--- src/rtl/vend_dispense_if.sv ---
// Handshake bundle between the vending front end and vend_dispense_module.
// master drives coin/purchase/restock requests, slave returns sale results.
interface vend_dispense_if;
    logic        coin_valid;
    logic [3:0]  coin_value;
    logic        select_valid;
    logic [2:0]  select_code;
    logic [3:0]  select_count;
    logic        charge_valid;
    logic [2:0]  charge_code;
    logic [3:0]  charge_count;
    logic        busy;
    logic        dispense_valid;
    logic [2:0]  dispense_code;
    logic [3:0]  dispense_count;
    logic        change_valid;
    logic [7:0]  change_amount;
    logic        charge_done;
    logic        error;
    logic [1:0]  error_code;
    logic [7:0]  credit;
    logic [15:0] sales_total;

    modport master (
        output coin_valid, coin_value, select_valid, select_code, select_count,
               charge_valid, charge_code, charge_count,
        input  busy, dispense_valid, dispense_code, dispense_count, change_valid,
               change_amount, charge_done, error, error_code, credit, sales_total
    );

    modport slave (
        input  coin_valid, coin_value, select_valid, select_code, select_count,
               charge_valid, charge_code, charge_count,
        output busy, dispense_valid, dispense_code, dispense_count, change_valid,
               change_amount, charge_done, error, error_code, credit, sales_total
    );
endinterface

--- src/rtl/vend_dispense_module.sv ---
// Vending sale engine: stock counters, coin credit, restock and purchase FSM.
// Define VEND_SALES_LOG_EN to build the cumulative sales_total counter.
module vend_dispense_module #(
    parameter logic [3:0] PRICE0     = 4'd3,
    parameter logic [3:0] PRICE1     = 4'd5,
    parameter logic [3:0] PRICE2     = 4'd2,
    parameter logic [3:0] PRICE3     = 4'd7,
    parameter logic [3:0] PRICE4     = 4'd4,
    parameter logic [3:0] INIT_STOCK = 4'd0
) (
    input logic            clock_i,
    input logic            reset_i,
    vend_dispense_if.slave bus_io
);
    typedef enum logic [2:0] {
        StIdle, StCheck, StCharge, StDispense, StChange, StError
    } state_e;

    state_e      state_q, state_d;
    logic [3:0]  stock_q [5];
    logic [3:0]  stock_d [5];
    logic [7:0]  credit_q, credit_d;
    logic [2:0]  req_code_q, req_code_d;
    logic [3:0]  req_count_q, req_count_d;
    logic        dispense_valid_q, dispense_valid_d;
    logic [2:0]  dispense_code_q, dispense_code_d;
    logic [3:0]  dispense_count_q, dispense_count_d;
    logic        change_valid_q, change_valid_d;
    logic [7:0]  change_amount_q, change_amount_d;
    logic        charge_done_q, charge_done_d;
    logic        error_q, error_d;
    logic [1:0]  error_code_q, error_code_d;

    logic [3:0]  price, stock_cur;
    logic        code_ok;
    logic [7:0]  cost;
    logic [4:0]  charge_sum;
    logic [8:0]  coin_sum;
    logic [1:0]  fault_code;

    always_comb begin
        price     = '0;
        stock_cur = '0;
        code_ok   = 1'b1;
        case (req_code_q)
            3'd0:    begin price = PRICE0; stock_cur = stock_q[0]; end
            3'd1:    begin price = PRICE1; stock_cur = stock_q[1]; end
            3'd2:    begin price = PRICE2; stock_cur = stock_q[2]; end
            3'd3:    begin price = PRICE3; stock_cur = stock_q[3]; end
            3'd4:    begin price = PRICE4; stock_cur = stock_q[4]; end
            default: code_ok = 1'b0;
        endcase
    end

    assign cost       = {4'd0, price} * {4'd0, req_count_q};
    assign charge_sum = {1'b0, stock_cur} + {1'b0, req_count_q};
    assign coin_sum   = {1'b0, credit_q} + {5'd0, bus_io.coin_value};

    // Non-zero fault_code means the operation in CHARGE/CHECK must divert to ERROR.
    always_comb begin
        fault_code = 2'b00;
        case (state_q)
            StCharge: begin
                if (!code_ok || req_count_q == 4'd0) fault_code = 2'b01;
                else if (charge_sum > 5'd15)         fault_code = 2'b10;
            end
            StCheck: begin
                if (!code_ok || req_count_q == 4'd0) fault_code = 2'b01;
                else if (req_count_q > stock_cur)    fault_code = 2'b10;
                else if (cost > credit_q)            fault_code = 2'b11;
            end
            default: ;
        endcase
    end

    always_ff @(posedge clock_i) begin
        if (reset_i) state_q <= StIdle;
        else         state_q <= state_d;
    end

    always_comb begin
        state_d = state_q;
        case (state_q)
            StIdle: begin
                if (bus_io.charge_valid)      state_d = StCharge;
                else if (bus_io.select_valid) state_d = StCheck;
            end
            StCharge:   state_d = (fault_code != 2'b00) ? StError : StIdle;
            StCheck:    state_d = (fault_code != 2'b00) ? StError : StDispense;
            StDispense: state_d = StChange;
            StChange:   state_d = StIdle;
            StError:    state_d = StIdle;
            default:    state_d = StIdle;
        endcase
    end

    // Pulses and stock/credit updates are registered on entry to the state that owns them.
    always_comb begin
        stock_d          = stock_q;
        credit_d         = credit_q;
        req_code_d       = req_code_q;
        req_count_d      = req_count_q;
        dispense_valid_d = 1'b0;
        dispense_code_d  = dispense_code_q;
        dispense_count_d = dispense_count_q;
        change_valid_d   = 1'b0;
        change_amount_d  = change_amount_q;
        charge_done_d    = 1'b0;
        error_d          = 1'b0;
        error_code_d     = error_code_q;
        case (state_q)
            StIdle: begin
                if (bus_io.coin_valid) credit_d = coin_sum[8] ? 8'hFF : coin_sum[7:0];
                if (bus_io.charge_valid) begin
                    req_code_d  = bus_io.charge_code;
                    req_count_d = bus_io.charge_count;
                end else if (bus_io.select_valid) begin
                    req_code_d  = bus_io.select_code;
                    req_count_d = bus_io.select_count;
                end
            end
            StCharge, StCheck: begin
                if (fault_code != 2'b00) begin
                    error_d      = 1'b1;
                    error_code_d = fault_code;
                end else if (state_q == StCharge) begin
                    for (int i = 0; i < 5; i++) begin
                        if (req_code_q == 3'(i)) stock_d[i] = charge_sum[3:0];
                    end
                    charge_done_d = 1'b1;
                end else begin
                    for (int i = 0; i < 5; i++) begin
                        if (req_code_q == 3'(i)) stock_d[i] = stock_cur - req_count_q;
                    end
                    credit_d         = credit_q - cost;
                    dispense_valid_d = 1'b1;
                    dispense_code_d  = req_code_q;
                    dispense_count_d = req_count_q;
                end
            end
            StDispense: begin
                change_valid_d  = 1'b1;
                change_amount_d = credit_q;
                credit_d        = '0;
            end
            default: ;
        endcase
    end

    always_ff @(posedge clock_i) begin
        if (reset_i) begin
            for (int i = 0; i < 5; i++) stock_q[i] <= INIT_STOCK;
            credit_q         <= '0;
            req_code_q       <= '0;
            req_count_q      <= '0;
            dispense_valid_q <= 1'b0;
            dispense_code_q  <= '0;
            dispense_count_q <= '0;
            change_valid_q   <= 1'b0;
            change_amount_q  <= '0;
            charge_done_q    <= 1'b0;
            error_q          <= 1'b0;
            error_code_q     <= '0;
        end else begin
            stock_q          <= stock_d;
            credit_q         <= credit_d;
            req_code_q       <= req_code_d;
            req_count_q      <= req_count_d;
            dispense_valid_q <= dispense_valid_d;
            dispense_code_q  <= dispense_code_d;
            dispense_count_q <= dispense_count_d;
            change_valid_q   <= change_valid_d;
            change_amount_q  <= change_amount_d;
            charge_done_q    <= charge_done_d;
            error_q          <= error_d;
            error_code_q     <= error_code_d;
        end
    end

`ifdef VEND_SALES_LOG_EN
    logic [15:0] sales_q, sales_d;

    always_comb begin
        sales_d = sales_q;
        if (dispense_valid_d) sales_d = sales_q + {12'd0, dispense_count_d};
    end

    always_ff @(posedge clock_i) begin
        if (reset_i) sales_q <= '0;
        else         sales_q <= sales_d;
    end

    assign bus_io.sales_total = sales_q;
`else
    assign bus_io.sales_total = '0;
`endif

    assign bus_io.busy           = (state_q != StIdle);
    assign bus_io.dispense_valid = dispense_valid_q;
    assign bus_io.dispense_code  = dispense_code_q;
    assign bus_io.dispense_count = dispense_count_q;
    assign bus_io.change_valid   = change_valid_q;
    assign bus_io.change_amount  = change_amount_q;
    assign bus_io.charge_done    = charge_done_q;
    assign bus_io.error          = error_q;
    assign bus_io.error_code     = error_code_q;
    assign bus_io.credit         = credit_q;
endmodule
--- src/flat_wrapper.sv ---
// flat-port wrapper written by rule: the top's interface ports become plain ports
module vend_dispense_module_flat 
#(
    parameter logic [3:0] PRICE0     = 4'd3,
    parameter logic [3:0] PRICE1     = 4'd5,
    parameter logic [3:0] PRICE2     = 4'd2,
    parameter logic [3:0] PRICE3     = 4'd7,
    parameter logic [3:0] PRICE4     = 4'd4,
    parameter logic [3:0] INIT_STOCK = 4'd0
)
  (clock_i, reset_i, bus_io_coin_valid, bus_io_coin_value, bus_io_select_valid, bus_io_select_code, bus_io_select_count, bus_io_charge_valid, bus_io_charge_code, bus_io_charge_count, bus_io_busy, bus_io_dispense_valid, bus_io_dispense_code, bus_io_dispense_count, bus_io_change_valid, bus_io_change_amount, bus_io_charge_done, bus_io_error, bus_io_error_code, bus_io_credit, bus_io_sales_total);
  vend_dispense_if bus_io_i ();
  input logic clock_i;
  input logic reset_i;
  input wire logic [$bits(bus_io_i.coin_valid)-1:0] bus_io_coin_valid;
  input wire logic [$bits(bus_io_i.coin_value)-1:0] bus_io_coin_value;
  input wire logic [$bits(bus_io_i.select_valid)-1:0] bus_io_select_valid;
  input wire logic [$bits(bus_io_i.select_code)-1:0] bus_io_select_code;
  input wire logic [$bits(bus_io_i.select_count)-1:0] bus_io_select_count;
  input wire logic [$bits(bus_io_i.charge_valid)-1:0] bus_io_charge_valid;
  input wire logic [$bits(bus_io_i.charge_code)-1:0] bus_io_charge_code;
  input wire logic [$bits(bus_io_i.charge_count)-1:0] bus_io_charge_count;
  output wire logic [$bits(bus_io_i.busy)-1:0] bus_io_busy;
  output wire logic [$bits(bus_io_i.dispense_valid)-1:0] bus_io_dispense_valid;
  output wire logic [$bits(bus_io_i.dispense_code)-1:0] bus_io_dispense_code;
  output wire logic [$bits(bus_io_i.dispense_count)-1:0] bus_io_dispense_count;
  output wire logic [$bits(bus_io_i.change_valid)-1:0] bus_io_change_valid;
  output wire logic [$bits(bus_io_i.change_amount)-1:0] bus_io_change_amount;
  output wire logic [$bits(bus_io_i.charge_done)-1:0] bus_io_charge_done;
  output wire logic [$bits(bus_io_i.error)-1:0] bus_io_error;
  output wire logic [$bits(bus_io_i.error_code)-1:0] bus_io_error_code;
  output wire logic [$bits(bus_io_i.credit)-1:0] bus_io_credit;
  output wire logic [$bits(bus_io_i.sales_total)-1:0] bus_io_sales_total;
  assign bus_io_i.coin_valid = bus_io_coin_valid;
  assign bus_io_i.coin_value = bus_io_coin_value;
  assign bus_io_i.select_valid = bus_io_select_valid;
  assign bus_io_i.select_code = bus_io_select_code;
  assign bus_io_i.select_count = bus_io_select_count;
  assign bus_io_i.charge_valid = bus_io_charge_valid;
  assign bus_io_i.charge_code = bus_io_charge_code;
  assign bus_io_i.charge_count = bus_io_charge_count;
  assign bus_io_busy = bus_io_i.busy;
  assign bus_io_dispense_valid = bus_io_i.dispense_valid;
  assign bus_io_dispense_code = bus_io_i.dispense_code;
  assign bus_io_dispense_count = bus_io_i.dispense_count;
  assign bus_io_change_valid = bus_io_i.change_valid;
  assign bus_io_change_amount = bus_io_i.change_amount;
  assign bus_io_charge_done = bus_io_i.charge_done;
  assign bus_io_error = bus_io_i.error;
  assign bus_io_error_code = bus_io_i.error_code;
  assign bus_io_credit = bus_io_i.credit;
  assign bus_io_sales_total = bus_io_i.sales_total;
  vend_dispense_module #(.PRICE0(PRICE0), .PRICE1(PRICE1), .PRICE2(PRICE2), .PRICE3(PRICE3), .PRICE4(PRICE4), .INIT_STOCK(INIT_STOCK)) u_core (.clock_i(clock_i), .reset_i(reset_i), .bus_io(bus_io_i));
endmodule
--- config.mk ---
export PLATFORM = sky130hd
export DESIGN_NAME = vend_dispense_module_flat
export DESIGN_NICKNAME = d
export VERILOG_FILES = /design/src/rtl/vend_dispense_if.sv /design/src/rtl/vend_dispense_module.sv /design/src/flat_wrapper.sv
export SDC_FILE = /design/constraint.sdc
export NUM_CORES = 1
export LEC_CHECK = 0
export ABC_AREA = 1
export CAP_MARGIN = 5
export CORE_MARGIN = 3
export CORE_UTILIZATION = 56
export CTS_BUF_LIST = sky130_fd_sc_hd__clkbuf_8
export CTS_CLUSTER_DIAMETER = 150
export DETAILED_ROUTE_END_ITERATION = 8
export PLACE_DENSITY = 0.88
export SKIP_LAST_GASP = 1
export SYNTH_ARGS = -nofsm -noshare
export SYNTH_HDL_FRONTEND = slang
export SYNTH_SLANG_ARGS = --single-unit
export TNS_END_PERCENT = 30
--- constraint.sdc ---
create_clock -name clock_i -period 5.1 [get_ports clock_i]
set_input_delay 0.765 -clock clock_i [delete_from_list [all_inputs] [get_ports clock_i]]
set_output_delay 0.765 -clock clock_i [all_outputs]
set_load 0.005 [all_outputs]
-- Word level (Yosys, flattened, before mapping)
Cells that the tools add are included.
- bits in registers: 59
- bits in latches: 0
- bits in writable memories: 0
- ROM bits: 0
- input port bits: 23
- output and inout port bits: 46
- word-level logic and storage cells: 99
- memories: 0
- add/sub/neg operators: 4
- multiply operators: 1
- div/mod/pow operators: 0
- order comparisons: 3
- eq/ne operators: 11
- shifts and indexed selects: 0
- mux-type cells: 38
- bitwise logic cells: 3
- reduce and logical (&&, ||, !) cells: 22
- operators by type and width (cell ; count):
    $mux W4 ; 12
    $mux W8 ; 4
    $pmux W8 S3 ; 1
    $mux W20 ; 1
    $pmux W4 S5 ; 1
    $mux W3 ; 6
    $reduce_and A3 Y1 ; 6
    $pmux W3 S5 ; 1
    $eq A3 B2 Y1 const B ; 4
    $pmux W3 S4 ; 1
    $mux W2 ; 5
    $add A8 B4 Y9 ; 1
    $gt A8 B8 Y1 ; 1
    $sub A8 B8 Y8 ; 1
    $mul A3 B4 Y7 ; 1
    $eq A3 B1 Y1 const B ; 2
    $logic_not A3 Y1 ; 2
    $ne A2 B2 Y1 const B ; 3
    $reduce_bool A3 Y1 ; 2
    $add A4 B4 Y5 ; 1
    $gt A5 B4 Y1 const B ; 1
    $mux W1 ; 5
    $reduce_or A5 Y1 ; 1
    $gt A4 B4 Y1 ; 1
    13 further kinds ; 18

-- Depth between registers and ports, before layout
Gate-level depths: netlist of the first run.
- depth in word-level cells: 11
- depth in mapped cells: 25
- gate-level depth less buffers: 24

-- Worst setup path after synthesis of the first run
No wires, ideal clock.
- path type: reg2reg
- start: register u_core.req_code_q[1]
- end: register u_core.dispense_count_q[1] (netlist: u_core.bus_io.dispense_count[1])
- setup time: 113 ps
- arrival: 3436 ps
- data required time: 4987 ps
- slack: 1551 ps
- stages on the path, launching flop included: 23
- buffers on the path: 1
- period minus slack after synthesis: 3549 ps
- cell sequence: dfxtp_1 > inv_2 > nand2_1 > nor2_1 > inv_1 > nand2_1 > inv_1 > nor2_1 > fa_1 > ha_1 > fa_1 > inv_1 > ha_1 > or2_2 > nand3_1 > nand3_1 > nand2_2 > nand2_4 > nand3_4 > buf_4 > nand2_1 > nand2_1 > nor2_1
- word-level cells in the longest chain between the ends: 11
- elaborated cells between the ends (all ways): 25
- those cells by class: add/sub: 1; mul: 1; order compare: 3; eq/ne: 4; mux: 9; bitwise: 1; reduce/logical: 6
- RTL lines (item ; RTL line ; RTL):
    start: declaration ; vend_dispense_module.sv:23 ; logic [2:0] req_code_q, req_code_d;
    start signal: assignment ; vend_dispense_module.sv:167 ; req_code_q <= req_code_d;
    $eq A3 B3 Y1 (tied with other cells) ; vend_dispense_module.sv:45 ; case (req_code_q)
    $pmux W3 S5 ; vend_dispense_module.sv:45 ;
    $mul A3 B4 Y7 ; vend_dispense_module.sv:55 ; assign cost = {4'd0, price} * {4'd0, req_count_q};
    $gt A8 B8 Y1 ; vend_dispense_module.sv:70 ; else if (cost > credit_q) fault_code = 2'b11;
    $mux W2 ; vend_dispense_module.sv:70 ;
    $mux W2 ; vend_dispense_module.sv:69 ; else if (req_count_q > stock_cur) fault_code = 2'b10;
    $mux W2 ; vend_dispense_module.sv:68 ; if (!code_ok || req_count_q == 4'd0) fault_code = 2'b01;
    $pmux W2 S2 * ; vend_dispense_module.sv:62 ; case (state_q)
    $reduce_bool A2 Y1 * ; vend_dispense_module.sv:123 ; if (fault_code != 2'b00) begin
    $not A1 Y1 (no line) * ; n/a ;
    $reduce_and A3 Y1 (no line) * ; n/a ;
    end signal: assignment ; vend_dispense_module.sv:171 ; dispense_count_q <= dispense_count_d;
    end: declaration ; vend_dispense_module.sv:27 ; logic [3:0] dispense_count_q, dispense_count_d;
Every way passes the cells marked *; elsewhere a longest branch is shown, timed or not.
A chain may end at the register's enable or synchronous reset.

-- Final worst setup path of the first run
- start: register u_core.req_code_q[1]
- end: register u_core.credit_q[0] (netlist: u_core.bus_io.credit[0])
- word-level cells in the longest chain between the ends: 11
- elaborated cells between the ends (all ways): 29
- those cells by class: add/sub: 2; mul: 1; order compare: 3; eq/ne: 5; mux: 12; reduce/logical: 6
- RTL lines (item ; RTL line ; RTL):
    $eq A3 B3 Y1 (tied with other cells) ; vend_dispense_module.sv:45 ;
    $pmux W3 S5 ; vend_dispense_module.sv:45 ;
    $mul A3 B4 Y7 ; vend_dispense_module.sv:55 ;
    $gt A8 B8 Y1 ; vend_dispense_module.sv:70 ;
    $mux W2 ; vend_dispense_module.sv:70 ;
    $mux W2 ; vend_dispense_module.sv:69 ;
    $mux W2 ; vend_dispense_module.sv:68 ;
    $pmux W2 S2 ; vend_dispense_module.sv:62 ;
    $reduce_bool A2 Y1 ; vend_dispense_module.sv:123 ;
    $ne A2 B2 Y1 (no line) ; n/a ;
    $reduce_and A4 Y1 (no line) ; n/a ;
    end signal: assignment ; vend_dispense_module.sv:166 ; credit_q <= credit_d;
    end: declaration ; vend_dispense_module.sv:22 ; logic [7:0] credit_q, credit_d;
Parallel ways exist; a longest one is shown, timed or not. The select of a mux whose other input is x is not followed.

==> metrics.txt, run 1 <==
Post-Layout Cell Count 787; XOR/XNOR share of the synthesized area 0.0127; Synth area leaders dfxtp_1, nand2_1, inv_1, nor2_1, ha_1; H-tree depth 3; top cell type's share of synthesized area 0.286; crit path time final 4.15 ns; vias in the first global route 3,770; Setup TNS 0 ns; final setup vio count 0; Die Y 91.9 µm; fmax 241 MHz; final hold violation count 0; CTS buffer count 9; CTS Hold Bufs 0; post-DR vias/cell 5.22; Ports 69; Sequential cell area 1180 µm²; multiplexer share of the synthesized area 0; maximum root-to-sink buffer count 2; core area 6980 µm²; final WL 10,500 µm; Hold Path Class reg -> reg; Slew HR 0.512; routed length on met3 1020 µm; placed instance count 771; DRT Pass-1 Iters 6; largest net degree at the start of global routing 53; largest fanout on the critical path 27; clock tree sinks a little under 60; Tightest Pin Transition 0.724 ns; number of core rows 30; Worst EP arrival 4.43 ns; crit path kind reg -> reg; maximum vdd drop 0.277 mV; Nets 741; Crit. End Element flop; gpl congestion 0.894; footprint of the multi-input gates 2420 µm²; met2 wire len 4560 µm; Cells after Synth 635; via count 4,109; proportion of synthesized chip area in sequential cells 0.286; global-route wire length before repair 17,600 µm; max-slew violations 0; Post CTS Setup Buffer Count 0; WL met1 4750 µm; # fillers approximately 570; largest family of logic cells by synthesized area simple AND/OR/NAND/NOR gates; WL/cell around 13 µm; max cap viols 0; root buffer cell clkbuf_8; dpl hpwl about 8000 µm; Mapped Area 4130 µm²; area grow syn2layout 18.6%; Power, Total 3.14 mW; Worst Skew 0.00997 ns; Leak Pwr 2.46 nW; top routing layer used met4; initial antenna violation count 0; total gr overflow 0; CP startpoint kind flop; Routed Antenna Nets 0; CP required 5.39 ns; syn_area_per_cell 6.50 µm²; worst skew pair latency 0.35 ns; FF+latch count, synth 59; initial detailed-routing violation count 381; post-synthesis adder-cell area fraction 0.110; share of cells above drive strength 1 0.0709; post-synthesis compound-gate area fraction 0.0994; Overall Global Routing Usage 0.257; Tcrit/Tclk final 0.813; port bufs 52; Pwr per Cell Area 640 nW/µm²; Distinct cells, synth 38; Ant. Diodes 0; slack of the worst reg-to-reg path 0.95 ns; Post-Synth Simple-Gate Area 0.350; final core utilization 0.702; TritonCTS clock tree built; clock-pin slew on the worst setup and hold paths 0.07 ns; RSZ-0062 raised after global routing false; DIE WIDTH 91.9 µm; run status finished clean; Synth Warn # 0; Remaining DRCs 0; initial core utilization 0.591; die area 8440 µm²; cts repair resizes 0; largest area contributor in the netlist dfxtp_1
==> synthesized netlist by cell type, drive strengths merged <==
cell type    n
o2111ai      1
and2         1
clkbuf       7
o22ai        4
nand4       25
a21oi       35
conb         1
or2          3
xor2         3
nor2        94
dfxtp       59
nor4         1
nand3b       1
o31ai        1
fa           7
a221oi       3
clkinv       1
o21a         1
nor3         4
inv        101
buf         23
ha          25
nand2      168
a21boi       1
nand3       32
o211ai       1
o21ai       29
xnor2        3
==> power breakdown <==
part | internal (mW) | switching [mW]
logic | 0.700 | 1.19
clock network | 0.328 | 0.209
registers | 0.594 | 0.119
==> logic make-up after synthesis <==
kind of cell | Yosys count
other cells | 1
xor+xnor | 6
compound gates | 76
simple gates | 329
fa+ha+maj | 32
buf+inv | 132
flops | 59
==> critical path, stage by stage, from the launching register on <==
cell	delay, ns
dfxtp_1	0.37
inv_2	0.09
nand2_1	0.07
nor2_1	0.26
inv_1	0.10
nand2_1	0.08
inv_1	0.07
nor2_1	0.12
fa_1	0.43
ha_1	0.24
fa_1	0.41
nand2_1	0.09
nand2_1	0.05
a21oi_1	0.13
ha_1	0.21
nand2_1	0.12
nor2_1	0.11
nand3_1	0.09
nand3_1	0.13
nand2_2	0.07
nand2_4	0.25
nand3_2	0.31
nand2_1	0.14
inv_1	0.04
nor2_1	0.09
==> flip-flops by register name, summed over array words and instances (netlist names), 2 cells and up <==
name                          cells
u_core.bus_io.change_amount       8
u_core.bus_io.credit              8
u_core.bus_io.dispense_code       3
u_core.bus_io.dispense_count      4
u_core.bus_io.error_code          2
u_core.req_code_q                 3
u_core.req_count_q                4
u_core.state_q                    3
u_core.stock_q                   20
==> metrics by stage <==
step,hold slack (ns),instance area [µm²],setup slack (ns)
2_1_floorplan,0.449,4190,1.55
3_5_place_dp,0.469,4650,1.05
6_report,0.482,4900,0.953
3_3_place_gp,0.465,4650,1.17
5_1_grt,0.499,4900,0.529
4_1_cts,0.477,4900,1.00
==> layer usage <==
metal  global-route usage  vias to the layer above
met5                    0                        -
met4               0.0941                        0
met3               0.0476                       20
met2                0.394                      198
met1                0.359                     1817
li1                     -                     2074
==> path summary, 6_finish.rpt <==
| path | startpoint | to | depth (start not counted) |
|---|---|---|---|
| worst max-delay path | u_core.req_code_q[1] | u_core.bus_io.credit[0] | 24 |
| worst min-delay path | u_core.bus_io.error_code[0] | u_core.bus_io.error_code[0] | 2 |
| worst max register to register | u_core.req_code_q[1] | u_core.bus_io.credit[0] | 24 |
| worst min register to register | u_core.bus_io.error_code[0] | u_core.bus_io.error_code[0] | 2 |
==> layout make-up <==
| class | count | share of cell area |
|---|---|---|
| Clock buffer | 9 | 0.0253 |
| Clock inverter | 7 | 0.0255 |
| Inverter | 102 | 0.0782 |
| Multi-Input combinational cell | 459 | 0.495 |
| Sequential cell | 59 | 0.241 |
| Tap cell | 96 | 0.0245 |
| Timing Repair Buffer | 55 | 0.111 |
==> cell usage in the layout (no fill, tap or decap), types with 25 or more instances in the layout <==
cell type and n:
ha_1 25, nand3_1 28, a21oi_1 35, dfxtp_1 59, nor2_1 90, clkdlybuf4s50_1 52
nand2_1 160, nand4_1 25, o21ai_0 28, inv_1 92
Note: power is estimated with default switching activity, not from simulation.
==> run 2, diff against run 1 <==
--- a/config.mk
+++ b/config.mk
@@ -8,11 +8,11 @@
 export ABC_AREA = 1
 export CAP_MARGIN = 5
 export CORE_MARGIN = 3
-export CORE_UTILIZATION = 56
+export CORE_UTILIZATION = 50
 export CTS_BUF_LIST = sky130_fd_sc_hd__clkbuf_8
 export CTS_CLUSTER_DIAMETER = 150
 export DETAILED_ROUTE_END_ITERATION = 8
-export PLACE_DENSITY = 0.88
+export PLACE_DENSITY = 0.84
 export SKIP_LAST_GASP = 1
 export SYNTH_ARGS = -nofsm -noshare
 export SYNTH_HDL_FRONTEND = slang
==> constraint.sdc (replaced) <==
create_clock -name clock_i -period 3.4 [get_ports clock_i]
set_input_delay 0.51 -clock clock_i [delete_from_list [all_inputs] [get_ports clock_i]]
set_output_delay 0.51 -clock clock_i [all_outputs]
set_load 0.005 [all_outputs]
==> run 2 against run 1 <==
  * The flow now finishes with violations (negative setup slack)
  * Design area rose by 20%
  * Non-clock buffer count rose by 66
  * Die area rose by 11%
  * Setup slack got worse by 1.3 ns
  * Count of clock-buffer cells in the layout rose by 1
  * Critical path depth rose by 1
  * Sequential share of layout area fell by 3.9 points
  * Sequential power rose by 53%
  * Largest cell class unchanged
  * Largest power group unchanged
==> metrics.txt, run 2 (same netlist as run 1, synthesis figures left out) <==
CP startpoint kind flop; post-DR vias/cell 5.84 (+12%); Leak Pwr 2.85 nW (+16%); worst-case reg-to-reg path depth 25 (+4.2%); CTS Hold Bufs 0 (unchanged); violated checks negative setup slack; most common cell after layout, fill and taps aside nand2_1; vias in the first global route 4,456 (+18%); Setup TNS -14.21 ns (-14.21 ns); crit path kind reg -> reg; fmax 264 MHz (+9.3%); max reg flops 20 (unchanged); global-route wire length before repair 20,700 µm (+17%); run status finished with violations; root buffer cell clkbuf_8; gpl congestion 0.908 (+1.6%); slowest cell delay on critical path 0.48 ns (+0.05 ns); final WL 14,900 µm (+41%); via count 5,031 (+22%); DIE WIDTH 96.9 µm (+5.5%); Sw Share 0.488 (+0.00479); maximum root-to-sink buffer count 2 (unchanged); largest reg by FF count u_core.stock_q; port bufs 52 (unchanged); Hold Path Class reg -> reg; clock-pin slew on the worst setup and hold paths 0.07 ns (about the same); commonest cells after routing, fill and taps aside nand2_1, inv_1, nor2_1; Worst Skew 0.0115 ns (+0.00157 ns); total gr overflow 0 (unchanged); CP max stage cell fa_1; max-slew violations 0 (unchanged); CTS buffer count 9 (unchanged); die area 9380 µm² (+11%); final setup vio count 43 (+43); initial detailed-routing violation count 827 (+120%); Reg power frac 0.171 (-0.056); post-route cell area 5870 µm² (+20%); DRT Pass-1 Iters 8 (+2); initial antenna violation count 0 (unchanged); share of cells above drive strength 1 0.228 (+0.157); worst skew pair latency 0.35 ns (about the same); core area 7890 µm² (+13%); Tcrit/Tclk final 1.12 (+0.303); Crit. End Element flop; P_sw 3.10 mW (+100%); Remaining DRCs 0 (unchanged); TritonCTS clock tree built; Slew HR 0.493 (-0.0192); initial core utilization 0.523 (-0.0679); number of core rows 32 (+6.7%); clock tree sinks 59 (unchanged); largest fanout on the critical path 8 (-70%); Ports 69 (unchanged); final hold violation count 0 (unchanged); CP required 3.69 ns (-1.70 ns); area grow syn2layout 42.2%; maximum vdd drop 0.564 mV (+100%); Die Y 96.9 µm (+5.5%); largest net degree at the start of global routing 53 (unchanged); Pwr per Cell Area 1080 nW/µm² (+69%); max cap viols 0 (unchanged); H-tree depth 3 (unchanged); WHS 0.478 ns (-0.00465 ns); crit path time final 3.79 ns (-0.352 ns); setup ws final -0.395 ns (-1.35 ns); Ant. Diodes 0 (unchanged); dpl hpwl 8160 µm (+1.5%); Hold Path Cell Cnt 2 (unchanged); Routed Antenna Nets 0 (unchanged); Clk pwr share 0.125 (-0.046); Worst EP arrival 4.08 ns (-0.35 ns); Overall Global Routing Usage 0.268 (+0.0112); Tightest Pin Transition 0.752 ns (+0.0284 ns); Nets 810 (+9.3%); RSZ-0062 raised after global routing true; placed cell areas 5000 µm² (+7.6%); Internal Pwr Total 3.26 mW (+100%); Power, Total 6.36 mW (+100%); WL/cell 17.2 µm (+29%); Comb pwr share 0.704 (+0.103)
run 2: cell types whose count changed in the layout (fill, tap and decap cells not counted), moves of 7 or more:
cell	before	now
buf_4	3	53
nand2_1	160	142
nand2_2	4	19
buf_6	0	12
nor2_1	90	80
nand3_4	1	10
nand3_1	28	20
nor2_4	0	7
run 2: power groups by stage:
| stage | Sequential, mW | Clock (mW) | Combinational, mW |
|---|---|---|---|
| detailed placement | 1.06 | 0 | 3.23 |
| CTS | 1.06 | 0.793 | 3.74 |
| finish | 1.09 | 0.796 | 4.48 |
| floorplan | 1.04 | 0 | 2.12 |
| global route | 1.10 | 0.822 | 4.77 |
| global placement | 1.06 | 0 | 3.11 |
run 2: through the flow:
step / util / cells / setup slack [ns]
after CTS: 0.711 / 852 / -0.202
after global routing: 0.745 / 862 / -0.504
after global placement: 0.634 / 817 / -0.125
final: 0.745 / 862 / -0.395
after floorplan: - / 650 / -0.00423
after detailed placement: 0.634 / 817 / -0.414
run 2: final cells by class:
class | count | area, µm²
clock buffers | 10 | 138
clock inverters | 6 | 105
fillers | 475 | 2010
inverters | 102 | 390
multi-input cells | 462 | 2790
flip-flops and latches | 59 | 1190
well taps | 102 | 128
repair buffers | 121 | 1140
run 2: final timing paths:
check | startpoint | to | slack, ns
max reg2reg | u_core.req_code_q[0] | u_core.bus_io.dispense_count[1] | -0.39
min | u_core.bus_io.error_code[0] | u_core.bus_io.error_code[0] | 0.48
max | u_core.req_code_q[0] | u_core.bus_io.dispense_count[1] | -0.39
min reg2reg | u_core.bus_io.error_code[0] | u_core.bus_io.error_code[0] | 0.48
run 2: critical path: cells and delay by family, from the launching register on:
kind                     cells  cell delay, ns
AO/OA/AOI/OAI                1            0.21
buffers and inverters        4            0.32
AND/OR/NAND/NOR             16            1.59
flip-flops                   1            0.35
adder cells (fa/ha/maj)      4            1.22
run 2: metal layers:
layer | GRT usage | vias up | part of all wire
li1 | - | 2220 | -
met1 | 0.313 | 2207 | 0.36
met5 | 0 | - | 0
met4 | 0.157 | 0 | 0.074
met3 | 0.0714 | 142 | 0.11
met2 | 0.439 | 462 | 0.45
run 2: repair_timing:
item,in CTS,in global routing
cloned,4,1
endpoints found under the hold margin,0,0
resized for setup,47,47
pin swaps,29,43
buffers inserted,15,10
endpoints found under the setup margin,43,43
